--- src/rtl/uart_cmd_ctrl_pkg.sv ---
// Shared constants and FSM encoding for the UART command frame controller.
// Byte values and opcode defaults live here so bench and RTL agree.
package uart_cmd_ctrl_pkg;

   localparam logic [7:0] SYNC_BYTE  = 8'hA5;
   localparam logic [7:0] ACK_BYTE   = 8'h06;
   localparam logic [7:0] NAK_BYTE   = 8'h15;
   localparam logic [7:0] CMD_WR_DEF = 8'h57;
   localparam logic [7:0] CMD_RD_DEF = 8'h52;

   typedef enum logic [2:0] {
      ST_IDLE    = 3'd0,
      ST_CMD     = 3'd1,
      ST_ADDR    = 3'd2,
      ST_DATA    = 3'd3,
      ST_CSUM    = 3'd4,
      ST_EXEC    = 3'd5,
      ST_RD_WAIT = 3'd6,
      ST_RESP    = 3'd7
   } state_t;

endpackage

--- src/rtl/uart_cmd_ctrl_timer.sv ---
// Inter-byte timeout counter: counts baud ticks while enabled, clear wins.
// The count parks at the limit so expired stays high until cleared.
module uart_frame_timer #(
   parameter int TIMEOUT_TICKS = 1024
) (
   input  logic clk,
   input  logic rst_n,
   input  logic clear,
   input  logic enable,
   output logic expired
);

   localparam int W = $clog2(TIMEOUT_TICKS + 1);
   localparam logic [W-1:0] LIMIT = W'(TIMEOUT_TICKS);

   logic [W-1:0] count;

   always_ff @(posedge clk or negedge rst_n) begin
      if (!rst_n) begin
         count <= '0;
      end else if (clear) begin
         count <= '0;
      end else if (enable && count != LIMIT) begin
         count <= count + 1'b1;
      end
   end

   assign expired = (count == LIMIT);

endmodule

--- src/rtl/uart_cmd_ctrl.sv ---
// Parses SYNC/CMD/ADDR/DATA/CSUM frames from the UART receiver,
// runs one register access and returns a single response byte.
module uart_cmd_ctrl
   import uart_cmd_ctrl_pkg::*;
#(
   parameter int         TIMEOUT_TICKS = 1024,
   parameter logic [7:0] CMD_WR        = CMD_WR_DEF,
   parameter logic [7:0] CMD_RD        = CMD_RD_DEF
) (
   input  logic       clk,
   input  logic       rst_n,
   input  logic       baud_tick,
   input  logic [7:0] rx_data,
   input  logic       rx_valid,
   output logic [7:0] reg_addr,
   output logic [7:0] reg_wdata,
   output logic       reg_wr_en,
   output logic       reg_rd_en,
   input  logic [7:0] reg_rdata,
   output logic [7:0] tx_data,
   output logic       tx_valid,
   input  logic       tx_ready,
   output logic       busy,
   output logic       frame_err,
   output logic [7:0] err_count
);

   state_t     state_q, state_d;
   logic [7:0] cmd_q, addr_q, data_q;
   logic [7:0] tx_d;
   logic       ld_cmd, ld_addr, ld_data, ld_bus, ld_tx;
   logic       err_ev;
   logic       in_frame, tmr_clr, tmr_en, expired;
   logic       is_wr, op_ok, sum_ok;

   assign in_frame = (state_q == ST_CMD)  || (state_q == ST_ADDR) ||
                     (state_q == ST_DATA) || (state_q == ST_CSUM);
   assign tmr_clr  = rx_valid || (state_q == ST_IDLE);
   assign tmr_en   = baud_tick && in_frame;

   uart_frame_timer #(
      .TIMEOUT_TICKS(TIMEOUT_TICKS)
   ) u_timer (
      .clk    (clk),
      .rst_n  (rst_n),
      .clear  (tmr_clr),
      .enable (tmr_en),
      .expired(expired)
   );

   assign is_wr  = (cmd_q == CMD_WR);
   assign op_ok  = is_wr || (cmd_q == CMD_RD);
   assign sum_ok = (rx_data == (cmd_q ^ addr_q ^ data_q));

   always_comb begin
      state_d = state_q;
      ld_cmd  = 1'b0;
      ld_addr = 1'b0;
      ld_data = 1'b0;
      ld_bus  = 1'b0;
      ld_tx   = 1'b0;
      tx_d    = tx_data;
      err_ev  = 1'b0;
      unique case (state_q)
         ST_IDLE: begin
            if (rx_valid && rx_data == SYNC_BYTE) state_d = ST_CMD;
         end
         ST_CMD: begin
            if (rx_valid) begin
               ld_cmd  = 1'b1;
               state_d = ST_ADDR;
            end else if (expired) begin
               err_ev  = 1'b1;
               state_d = ST_IDLE;
            end
         end
         ST_ADDR: begin
            if (rx_valid) begin
               ld_addr = 1'b1;
               state_d = ST_DATA;
            end else if (expired) begin
               err_ev  = 1'b1;
               state_d = ST_IDLE;
            end
         end
         ST_DATA: begin
            if (rx_valid) begin
               ld_data = 1'b1;
               state_d = ST_CSUM;
            end else if (expired) begin
               err_ev  = 1'b1;
               state_d = ST_IDLE;
            end
         end
         ST_CSUM: begin
            if (rx_valid) begin
               if (sum_ok && op_ok) begin
                  ld_bus  = 1'b1;
                  state_d = ST_EXEC;
               end else begin
                  err_ev  = 1'b1;
                  ld_tx   = 1'b1;
                  tx_d    = NAK_BYTE;
                  state_d = ST_RESP;
               end
            end else if (expired) begin
               err_ev  = 1'b1;
               state_d = ST_IDLE;
            end
         end
         ST_EXEC: begin
            if (is_wr) begin
               ld_tx   = 1'b1;
               tx_d    = ACK_BYTE;
               state_d = ST_RESP;
            end else begin
               state_d = ST_RD_WAIT;
            end
         end
         ST_RD_WAIT: begin
            ld_tx   = 1'b1;
            tx_d    = reg_rdata;
            state_d = ST_RESP;
         end
         ST_RESP: begin
            if (tx_ready) state_d = ST_IDLE;
         end
         default: state_d = ST_IDLE;
      endcase
      // bytes arriving while a frame executes or responds are lost
      if (rx_valid && !in_frame && state_q != ST_IDLE) err_ev = 1'b1;
   end

   always_ff @(posedge clk or negedge rst_n) begin
      if (!rst_n) begin
         state_q   <= ST_IDLE;
         cmd_q     <= '0;
         addr_q    <= '0;
         data_q    <= '0;
         reg_addr  <= '0;
         reg_wdata <= '0;
         tx_data   <= '0;
         frame_err <= 1'b0;
         err_count <= '0;
      end else begin
         state_q   <= state_d;
         frame_err <= err_ev;
         if (ld_cmd)  cmd_q  <= rx_data;
         if (ld_addr) addr_q <= rx_data;
         if (ld_data) data_q <= rx_data;
         if (ld_bus) begin
            reg_addr  <= addr_q;
            reg_wdata <= data_q;
         end
         if (ld_tx) tx_data <= tx_d;
         if (err_ev && err_count != 8'hFF) err_count <= err_count + 8'd1;
      end
   end

   assign busy      = (state_q != ST_IDLE);
   assign tx_valid  = (state_q == ST_RESP);
   assign reg_wr_en = (state_q == ST_EXEC) && is_wr;
   assign reg_rd_en = (state_q == ST_EXEC) && (cmd_q == CMD_RD);

endmodule

--- config.mk ---
export PLATFORM = sky130hd
export DESIGN_NAME = uart_cmd_ctrl
export DESIGN_NICKNAME = d
export VERILOG_FILES = /design/src/rtl/uart_cmd_ctrl_pkg.sv /design/src/rtl/uart_cmd_ctrl_timer.sv /design/src/rtl/uart_cmd_ctrl.sv
export SDC_FILE = /design/constraint.sdc
export NUM_CORES = 1
export LEC_CHECK = 0
export ABC_AREA = 1
export ABC_CLOCK_PERIOD_IN_PS = 3730
export BUFFER_PORTS_ARGS = -buffer_cell sky130_fd_sc_hd__buf_4
export CORE_MARGIN = 2
export CORE_UTILIZATION = 55
export DETAILED_ROUTE_END_ITERATION = 10
export PLACE_DENSITY_LB_ADDON = 0.15
export REMOVE_ABC_BUFFERS = 1
export SYNTH_ARGS = -nofsm -noshare
export SYNTH_HDL_FRONTEND = slang
export SYNTH_HIERARCHICAL = 1
export SYNTH_SLANG_ARGS = --single-unit
export TNS_END_PERCENT = 30
--- constraint.sdc ---
create_clock -name clk -period 3.73 [get_ports clk]
set_input_delay 0.1865 -clock clk [delete_from_list [all_inputs] [get_ports clk]]
set_output_delay 0.1865 -clock clk [all_outputs]
set_load 0.05 [all_outputs]
# After elaboration in Yosys (flattened, before gate mapping)

Index checks and enable logic that the tools add are counted.

$add $sub $neg: 2
Multiply operators: 0
Div/mod/pow operators: 0
$lt $le $gt $ge: 0
Eq/ne operators: 19
Shift-type cells: 0
Mux-type cells: 32
Bitwise logic cells: 2
Reductions and logical operators: 22

Operators by type and width:

| operator                                               | number |
|---|---|
| 2-to-1 mux 8 bit                                       | 3 |
| one-hot mux 3 bit (8 select lines)                     | 1 |
| one-hot mux 8 bit (3 select lines)                     | 1 |
| 2-to-1 mux 11 bit                                      | 2 |
| 2-to-1 mux 3 bit                                       | 7 |
| equality test 8 x 7 -> 1 bit (second input constant)   | 2 |
| XOR 8 bit                                              | 2 |
| 2-to-1 mux 1 bit                                       | 15 |
| equality test 3 bit (second input constant)            | 4 |
| adder 11 x 1 -> 11 bit (second input constant)         | 1 |
| equality test 11 bit (second input constant)           | 1 |
| inequality test 11 bit (second input constant)         | 1 |
| logical AND 1 bit                                      | 9 |
| adder 8 x 1 -> 8 bit (second input constant)           | 1 |
| equality test 8 bit                                    | 1 |
| equality test 8 bit (second input constant)            | 1 |
| inequality test 8 bit (second input constant)          | 1 |
| equality test 3 x 2 -> 1 bit (second input constant)   | 2 |
| inequality test 2 bit (second input constant)          | 3 |
| nonzero test 3 bit                                     | 2 |
| logical OR 1 bit                                       | 5 |
| AND reduction 5 bit                                    | 1 |
| inequality test 2 x 1 -> 1 bit (second input constant) | 2 |
| equality test 3 x 1 -> 1 bit (second input constant)   | 1 |
| 8 further kinds                                        | 8 |

Register bits after elaboration: 71
Bits in latches: 0
RAM bits: 0
Memory bits (read-only): 0
Memories: 0

# Depth between registers and ports, before layout

Gate-level depths: netlist (run 1).

Depth after elaboration: 9
Depth in mapped cells: 16
Mapped depth without buffers: 16

# Modules after synthesis

Netlist (run 1), hierarchy kept.

Modules (own cells, without submodules):

| module           | instances | cells an instance | area an instance (µm²) | seq. area each (µm²) |
|---|---|---|---|---|
| uart_cmd_ctrl    | 1         | 412               | 3,103.0                | 1,501.4 |
| uart_frame_timer | 1         | 105               | 793.3                  | 275.3 |

# Worst setup path before layout (run 1)

OpenSTA, ideal clock, no wires.

Path kind: flip-flop to flip-flop
From: register err_count[0]
To: register err_count[2]
Arrival time: 1.883 ns
Data required time: 3.664 ns
Setup slack: 1.780 ns
Cell stages (with the launch flop): 8
Path through: dfrtp_1 ha_1 nand3_1 nor3_1 nand3_1 nand2_4 nand2_1 nand2_1

Word-level cells in the longest chain between the ends: 2
Elaborated cells on any way between the ends: 3

Ends and longest elaborated chain:

| item                                                                         | RTL line             | text |
|---|---|---|
| start, declared                                                              | uart_cmd_ctrl.sv:25  | `output logic [7:0] err_count` |
| start signal, assigned                                                       | uart_cmd_ctrl.sv:156 | `if (err_ev && err_count != 8'hFF) err_count <= err_count + 8'd1;` |
| parallel branches: the longest is 2 deep, another holds adder 8 x 1 -> 8 bit | n/a                  |  |

Parallel ways; which one is timed is not known.
A chain may end at the register's enable or synchronous reset.

# Worst setup path after layout (run 1)

From: register state_q[2]
To: register reg_wdata[7]

Word-level cells in the longest chain between the ends: 2

Ends and longest elaborated chain:

| item                   | RTL line             | text |
|---|---|---|
| start, declared        | uart_cmd_ctrl.sv:28  | `state_t state_q, state_d;` |
| start signal, assigned | uart_cmd_ctrl.sv:146 | `state_q <= state_d;` |
| equality test 3 bit    | uart_cmd_ctrl.sv:64  | `unique case (state_q)` |
| 2-to-1 mux 1 bit       | uart_cmd_ctrl.sv:64  |  |
| end signal, assigned   | uart_cmd_ctrl.sv:153 | `reg_wdata <= data_q;` |
| end, declared          | uart_cmd_ctrl.sv:16  | `output logic [7:0] reg_wdata,` |

Every way passes these cells.

==> results.md, run 1 <==
- Leading post-synthesis cells by cell area: sky130_fd_sc_hd__dfrtp_1, sky130_fd_sc_hd__nand2_1, sky130_fd_sc_hd__o21ai_0, sky130_fd_sc_hd__inv_1, sky130_fd_sc_hd__nand3_1
- Clock tree from TritonCTS: yes
- Post-layout net count: 597
- Layout area overhead: 16.9%
- Worst Path Arrival: 2.39 ns
- Vias after detailed routing: 3466
- Number of antenna repair diodes: 0
- Worst rel slew slack: 0.410
- CP delay by family, top: simple AND/OR/NAND/NOR gates
- Worst-skew pair later-pin latency: 0.35 ns
- Synth async-reset ratio: 1.00
- Kind of end point of the critical path: register
- Number of I/O port buffers: 57
- Final critical-path required period: 2.11 ns
- Layout Utilization: 0.667
- Crit path buffers/inverters: 1
- Hold-fix buffers, CTS: 1
- RSZ-0062 raised after global routing: false
- Worst supply voltage drop on vdd: 0.465 mV
- Number of buffers inserted by post-CTS setup repair: 0
- Setup TNS: 0 ns
- Number of synthesis warnings: 6
- Proportion of layout cells with a drive suffix above 1: 0.157
- Data required time of the critical path: 4.01 ns
- Global-route wire length before repair: 15.1 mm
- H-tree depth: 3
- DPL Wire Length: 6.06 mm
- Flop-to-flop setup slack: 1.62 ns
- Filler cells: 627
- Max clock buf depth: 2
- Ranking of synthesized cells by instance count: sky130_fd_sc_hd__nand2_1, sky130_fd_sc_hd__dfrtp_1, sky130_fd_sc_hd__inv_1
- Yosys top cell area share: 0.456
- Gr ovfl total: 0
- Overall global routing resource usage: 0.250
- Last weighted congestion value of the routability-driven placer: 0.905
- Width of the die: 88.2 µm
- Crit-path max FO: 18
- Biggest area consumer among synthesized cells: sky130_fd_sc_hd__dfrtp_1
- Final worst path period share: 0.565
- Post-route ant nets: 0
- Number of enable-type register cells in the synthesized netlist: 0
- Sequence of cells on the critical path: inv_1, nor2_1, nand4_4, nor2_4, nand2_1, nand2_1
- Crit Path Category: reg -> reg
- Iteration-0 DRC Markers: 167
- Final slew viol count: 0
- CTS Root Buffer Type: sky130_fd_sc_hd__clkbuf_8
- Die Area: 7770 µm²
- Number of CTS-inserted buffers: 9
- Flip-flop and latch count after synthesis: 71
- Synth Instances: 517
- Cts repair resizes: 0
- Cell at the slowest stage of the critical path: sky130_fd_sc_hd__dfrtp_1
- Share of synthesized area occupied by flip-flops and latches: 0.456
- Height of the chip: 88.2 µm
- DRC violation count after routing: 0
- Cell area after technology mapping: 3900 µm²
- Average instance area after synthesis: 7.54 µm²
- Distinct cell type count after synthesis: 36
- P per Cell Area: 684 nW/µm²
- Num Clock Sinks: 71
- Largest stage delay, worst path: 0.58 ns
- Detailed-router iteration count before antenna repair: 5
- Number of max-cap violations: 0
- Combined flip-flop and latch cell area: 1780 µm²
- Startpoint type of the worst setup path: register
- Max Clk Rate: 475 MHz
- Largest clock skew in the final design: 0.0107 ns
- Routed WL per cell: 12.9 µm
- Starting density of the core: 0.570
- # rows: 30
- Least-Margin Pin Slew: 0.885 ns
- Final setup violation count: 0
- Placeable core area: 6830 µm²
- Most common flop cell mapped by yosys: sky130_fd_sc_hd__dfrtp_1
- Reg clk slew, reported paths: 0.07 ns
- Most frequently used cell type in the post-synthesis netlist: sky130_fd_sc_hd__nand2_1
- Vias in the first global route: 3336
- Library cell appearing most often on the critical path: sky130_fd_sc_hd__nand2_1
- Area of combinational cells with multiple inputs: 1810 µm²
- Routed via count divided by cell count: 5.14
- Leakage power: 2.49 nW
- Hold Fails Final Rpt: 0
- Hold Crit Class: in -> reg
- Initial antenna violation count: 0
- I/O pin total: 58
- Outcome: completed
- Maximum number of pins on one net before global-route repair: 72
- Wire length reported by the detailed router: 8.69 mm
==> path summary, 6_finish.rpt <==
kind | startpoint | end | cells after the start
min | reg_rdata[7] | tx_data[7] | 3
min in group asynchronous | rst_n | reg_wdata[5] | 2
min reg2reg | tx_data[5] | tx_data[5] | 2
max | state_q[2] | reg_wdata[7] | 6
max in group asynchronous | rst_n | state_q[1] | 2
max reg2reg | state_q[2] | reg_wdata[7] | 6
==> tightest hold or removal path: stages <==
cell and delay [ns]:
sky130_fd_sc_hd__buf_4 0.07, sky130_fd_sc_hd__nand3_1 0.06, sky130_fd_sc_hd__nand2_1 0.06
==> per-layer routing <==
layer | vias to the layer above | track usage | part of all wire
met4 | 0 | 0.109 | 0.018
met2 | 77 | 0.396 | 0.48
met1 | 1631 | 0.336 | 0.45
met5 | - | 0 | 0
li1 | 1745 | - | -
met3 | 13 | 0.0462 | 0.051
==> power breakdown <==
part           internal [W]  leakage (nW)  switching, W
logic              0.000450          1.47      0.000919
registers          0.000976         0.933      0.000227
clock network      0.000258        0.0853      0.000285
total               0.00168          2.49       0.00143
==> final cells by class <==
type	count	area share
clock buffers	11	0.0310
clock inverters	5	0.00742
inverters	62	0.0511
multi-input cells	371	0.398
flip-flops and latches	71	0.390
well taps	96	0.0264
repair buffers	58	0.0961
==> cells in the final DEF (no fill, tap or decap), drive strengths merged <==
cell	instances
nand3b	1
o21ai	49
clkinv	3
buf	57
o221ai	1
clkbuf	11
nand4	13
o22a	1
ha	3
a31o	1
xnor2	5
inv	62
nand2	199
nor3	2
nor2	40
a21oi	4
a211oi	1
dlygate4sd3	1
o2111ai	1
nand3	31
xor2	12
nor4	3
o21bai	1
clkinvlp	2
o211ai	1
a31oi	1
dfrtp	71
o21a	1
==> metrics by stage <==
stage / power [W] / cell area (µm²) / hold slack, ns / std cells / setup WS, ns
2_1_floorplan: 0.00220 / 3820 / -0.109 / 504 / 1.78
3_3_place_gp: 0.00253 / 4370 / 0.366 / 657 / 1.70
3_5_place_dp: 0.00257 / 4370 / 0.368 / 657 / 1.64
4_1_cts: 0.00313 / 4560 / 0.0673 / 674 / 1.62
5_1_grt: 0.00338 / 4560 / 0.0798 / 674 / 1.38
6_report: 0.00312 / 4560 / 0.0781 / 674 / 1.62
==> kinds of logic (layout without fill, tap and decap cells) <==
group,Yosys count,count (layout),synth area share
simple gates,289,289,0.331
flops,71,71,0.456
buf+inv,75,136,0.0787
compound gates,62,62,0.0864
fa+ha+maj,3,3,0.00963
xor+xnor,17,17,0.0382
==> flip-flops by register name, summed over array words and instances, names as in the netlist <==
| name | count |
|---|---|
| u_timer/count | 11 |
| addr_q | 8 |
| cmd_q | 8 |
| data_q | 8 |
| err_count | 8 |
| reg_addr | 8 |
| reg_wdata | 8 |
| tx_data | 8 |
| state_q | 3 |
| frame_err | 1 |
Power figures use the tool's default switching activity.
==> run 2: changes to the inputs <==
--- a/config.mk
+++ b/config.mk
@@ -5,8 +5,8 @@
 export SDC_FILE = /design/constraint.sdc
 export NUM_CORES = 1
 export LEC_CHECK = 0
-export ABC_AREA = 1
-export ABC_CLOCK_PERIOD_IN_PS = 3730
+export ABC_AREA = 0
+export ABC_CLOCK_PERIOD_IN_PS = 2000
 export BUFFER_PORTS_ARGS = -buffer_cell sky130_fd_sc_hd__buf_4
 export CORE_MARGIN = 2
 export CORE_UTILIZATION = 55
==> constraint.sdc (replaced) <==
create_clock -name clk -period 2 [get_ports clk]
set_input_delay 0.1 -clock clk [delete_from_list [all_inputs] [get_ports clk]]
set_output_delay 0.1 -clock clk [all_outputs]
set_load 0.05 [all_outputs]
==> run 2 against run 1 <==
Against the previous run:
- the run now ends with negative setup slack left
- cell area is 6.3% higher
- worst hold slack worse by 0.063 ns
- synthesized cell count is 42% lower
- non-clock buffer count is 58 higher
- routed wire length is 9.2% lower
==> results.md, run 2 <==
- Cell at the slowest stage of the critical path: sky130_fd_sc_hd__or4_4
- CP delay by family, top: simple AND/OR/NAND/NOR gates
- Routed WL per cell: 15.7 µm
- Number of max-cap violations: 0
- Global-route wire length before repair: 13.1 mm
- Most frequent cells in the layout: sky130_fd_sc_hd__buf_4, sky130_fd_sc_hd__dfrtp_1, sky130_fd_sc_hd__mux2_2
- Worst supply voltage drop on vdd: 1.07 mV
- Sequence of cells on the critical path: xnor2_2, xnor2_1, nand4_2, or4_4, a22oi_4, a22oi_1
- Max Clk Rate: 475 MHz
- Number of enable-type register cells in the synthesized netlist: 0
- # rows: 29
- Crit Path Category: reg -> reg
- Yosys top cell area share: 0.508
- Post-route ant nets: 0
- Layout Utilization: 0.776
- Final worst path period share: 1.05
- Final critical-path required period: 2.11 ns
- Width of the die: 83.7 µm
- H-tree depth: 3
- Hold Fails Final Rpt: 0
- Layout area overhead: 38.5%
- Routed via count divided by cell count: 5.54
- Hold Crit Class: in -> reg
- Data required time of the critical path: 2.21 ns
- I/O pin total: 58
- Crit-path max FO: 8
- Pwr Total: 0.00656 W
- Placeable core area: 6240 µm²
- Synth async-reset ratio: 1.00
- Number of antenna repair diodes: 0
- DRC violation count after routing: 0
- Largest stage delay, worst path: 0.58 ns
- Largest clock skew in the final design: 0.00720 ns
- Maximum number of pins on one net before global-route repair: 44
- Max FFs per register: 11
- Gr ovfl total: 0
- Number of I/O port buffers: 57
- RSZ-0062 raised after global routing: true
- Least-Margin Pin Slew: 0.412 ns
- Overall global routing resource usage: 0.230
- Crit path setup slack, layout: -0.107 ns
- Vias after detailed routing: 2782
- Last weighted congestion value of the routability-driven placer: 0.833
- DP Worst Slack: -0.222 ns
- CTS Root Buffer Type: sky130_fd_sc_hd__clkbuf_8
- Most common library cell in the layout ignoring fill and taps: sky130_fd_sc_hd__buf_4
- Height of the chip: 83.7 µm
- Ranking of synthesized cells by instance count: sky130_fd_sc_hd__dfrtp_1, sky130_fd_sc_hd__mux2_2, sky130_fd_sc_hd__nand2_1
- Synth Instances: 302
- Biggest area consumer among synthesized cells: sky130_fd_sc_hd__dfrtp_1
- Average instance area after synthesis: 11.6 µm²
- Worst Path Arrival: 2.32 ns
- Starting density of the core: 0.560
- Reg with most FFs: u_timer/count
- Distinct cell type count after synthesis: 49
- Cell area after technology mapping: 3490 µm²
- Final slew viol count: 0
- Share of synthesized area occupied by flip-flops and latches: 0.508
- Violated checks: negative setup slack
- Post-layout net count: 445
- Reg clk slew, reported paths: 0.07 ns
- Kind of end point of the critical path: register
- Leading post-synthesis cells by cell area: sky130_fd_sc_hd__dfrtp_1, sky130_fd_sc_hd__mux2_2, sky130_fd_sc_hd__xnor2_1, sky130_fd_sc_hd__xor2_1, sky130_fd_sc_hd__nand2_1
- Filler cells: 415
- Most frequently used cell type in the post-synthesis netlist: sky130_fd_sc_hd__dfrtp_1
- Max clock buf depth: 2
- Iteration-0 DRC Markers: 233
- P per Cell Area: 1360 nW/µm²
- Flip-flop and latch count after synthesis: 71
- Vias in the first global route: 2774
- Detailed-router iteration count before antenna repair: 4
- Clock tree from TritonCTS: yes
- Worst rel slew slack: 0.725
- Cell area reported after detailed placement: 4340 µm²
- Num Clock Sinks: 71
- Proportion of layout cells with a drive suffix above 1: 0.485
- Number of CTS-inserted buffers: 9
- Most common flop cell mapped by yosys: sky130_fd_sc_hd__dfrtp_1
- Crit path buffers/inverters: 0
- Leakage power: 2.31 nW
- Outcome: complete, but fails checks
- Wire length reported by the detailed router: 7.89 mm
- Post-route standard cell area excluding fillers: 4840 µm²
- Die Area: 7010 µm²
- Worst-skew pair later-pin latency: 0.34 ns
- Number of synthesis warnings: 6
- Final setup violation count: 31
- Initial antenna violation count: 0
- DPL Wire Length: 5.24 mm
- Startpoint type of the worst setup path: register
==> run 2: cell count changes after synthesis, moves of 4 or more <==
cell	previous run	this run
sky130_fd_sc_hd__nand2_1	194	22
sky130_fd_sc_hd__inv_1	61	8
sky130_fd_sc_hd__mux2_2	0	45
sky130_fd_sc_hd__o21ai_0	46	11
sky130_fd_sc_hd__nand3_1	28	9
sky130_fd_sc_hd__nor2_1	32	15
sky130_fd_sc_hd__xnor2_1	5	18
sky130_fd_sc_hd__nand4_1	12	5
sky130_fd_sc_hd__nand2b_1	0	6
sky130_fd_sc_hd__a21oi_1	4	9
sky130_fd_sc_hd__nor3_1	2	7
sky130_fd_sc_hd__a22o_1	0	4
sky130_fd_sc_hd__and3_1	0	4
sky130_fd_sc_hd__nor2_4	4	0
==> run 2: logic make-up after synthesis <==
family                   after synthesis  share of synthesized area
AND/OR/NAND/NOR                       96                      0.159
XOR/XNOR                              32                     0.0802
AO/OA/AOI/OAI                         38                     0.0741
buffers and inverters                 16                     0.0193
flip-flops                            71                      0.508
multiplexers                          46                      0.148
adder cells (fa/ha/maj)                3                     0.0107
==> run 2: path summary, 6_finish.rpt <==
check | from | to | slack, ns | cells past startpoint
max | cmd_q[1] | tx_data[0] | -0.11 | 6
min reg2reg | tx_data[1] | tx_data[1] | 0.50 | 1
max reg2reg | cmd_q[1] | tx_data[0] | -0.11 | 6
min in group asynchronous | rst_n | u_timer/count[7] | 0.22 | 2
max in group asynchronous | rst_n | data_q[6] | 1.22 | 3
min | reg_rdata[2] | tx_data[2] | 0.02 | 3
==> run 2: through the flow <==
step	hold slack, ns	instances	setup TNS, ns
4_1_cts	0.0133	496	-1.04
5_1_grt	0.0188	502	-5.14
6_report	0.0151	502	-2.60
2_1_floorplan	-0.196	294	-2.81
3_3_place_gp	0.0539	472	-2.13
3_5_place_dp	0.0549	472	-3.66
==> run 2: final cells by class <==
cell class | instances | area [µm²] | share of cell area
clock buffers | 11 | 141 | 0.0292
clock inverters | 4 | 22.5 | 0.00465
inverters | 8 | 30.0 | 0.00620
multi-input cells | 215 | 1850 | 0.382
flip-flops and latches | 71 | 1780 | 0.367
well taps | 77 | 96.3 | 0.0199
repair buffers | 116 | 926 | 0.191
==> run 2: what timing repair did <==
action / in CTS / in global routing
setup endpoints to repair: 34 / 38
endpoints found under the hold margin: 33 / 0
buffers inserted: 3 / 6
gates resized for setup: 15 / 25
hold buffers: 6 / 0
pin swaps: 8 / 13
==> run 2: report_power, final <==
group | internal (W) | switching [W]
combinational | 0.00156 | 0.00179
sequential | 0.00186 | 0.000361
clock | 0.000471 | 0.000517
==> run 2: worst reg2reg max path, delay by kind of cell, from the launching register on <==
kind	cells	cell delay (ns)
and+or+nand+nor	2	0.74
AOI/OAI and AO/OA	2	0.47
DFF	1	0.42
xor gates and xnor gates	2	0.34
==> run 2: per-layer routing <==
layer	track usage	vias to the layer above	wire length, µm
li1	-	1324	-
met3	0.0346	11	360
met5	0	-	0
met2	0.387	67	4160
met4	0.0836	0	118
met1	0.305	1380	3250
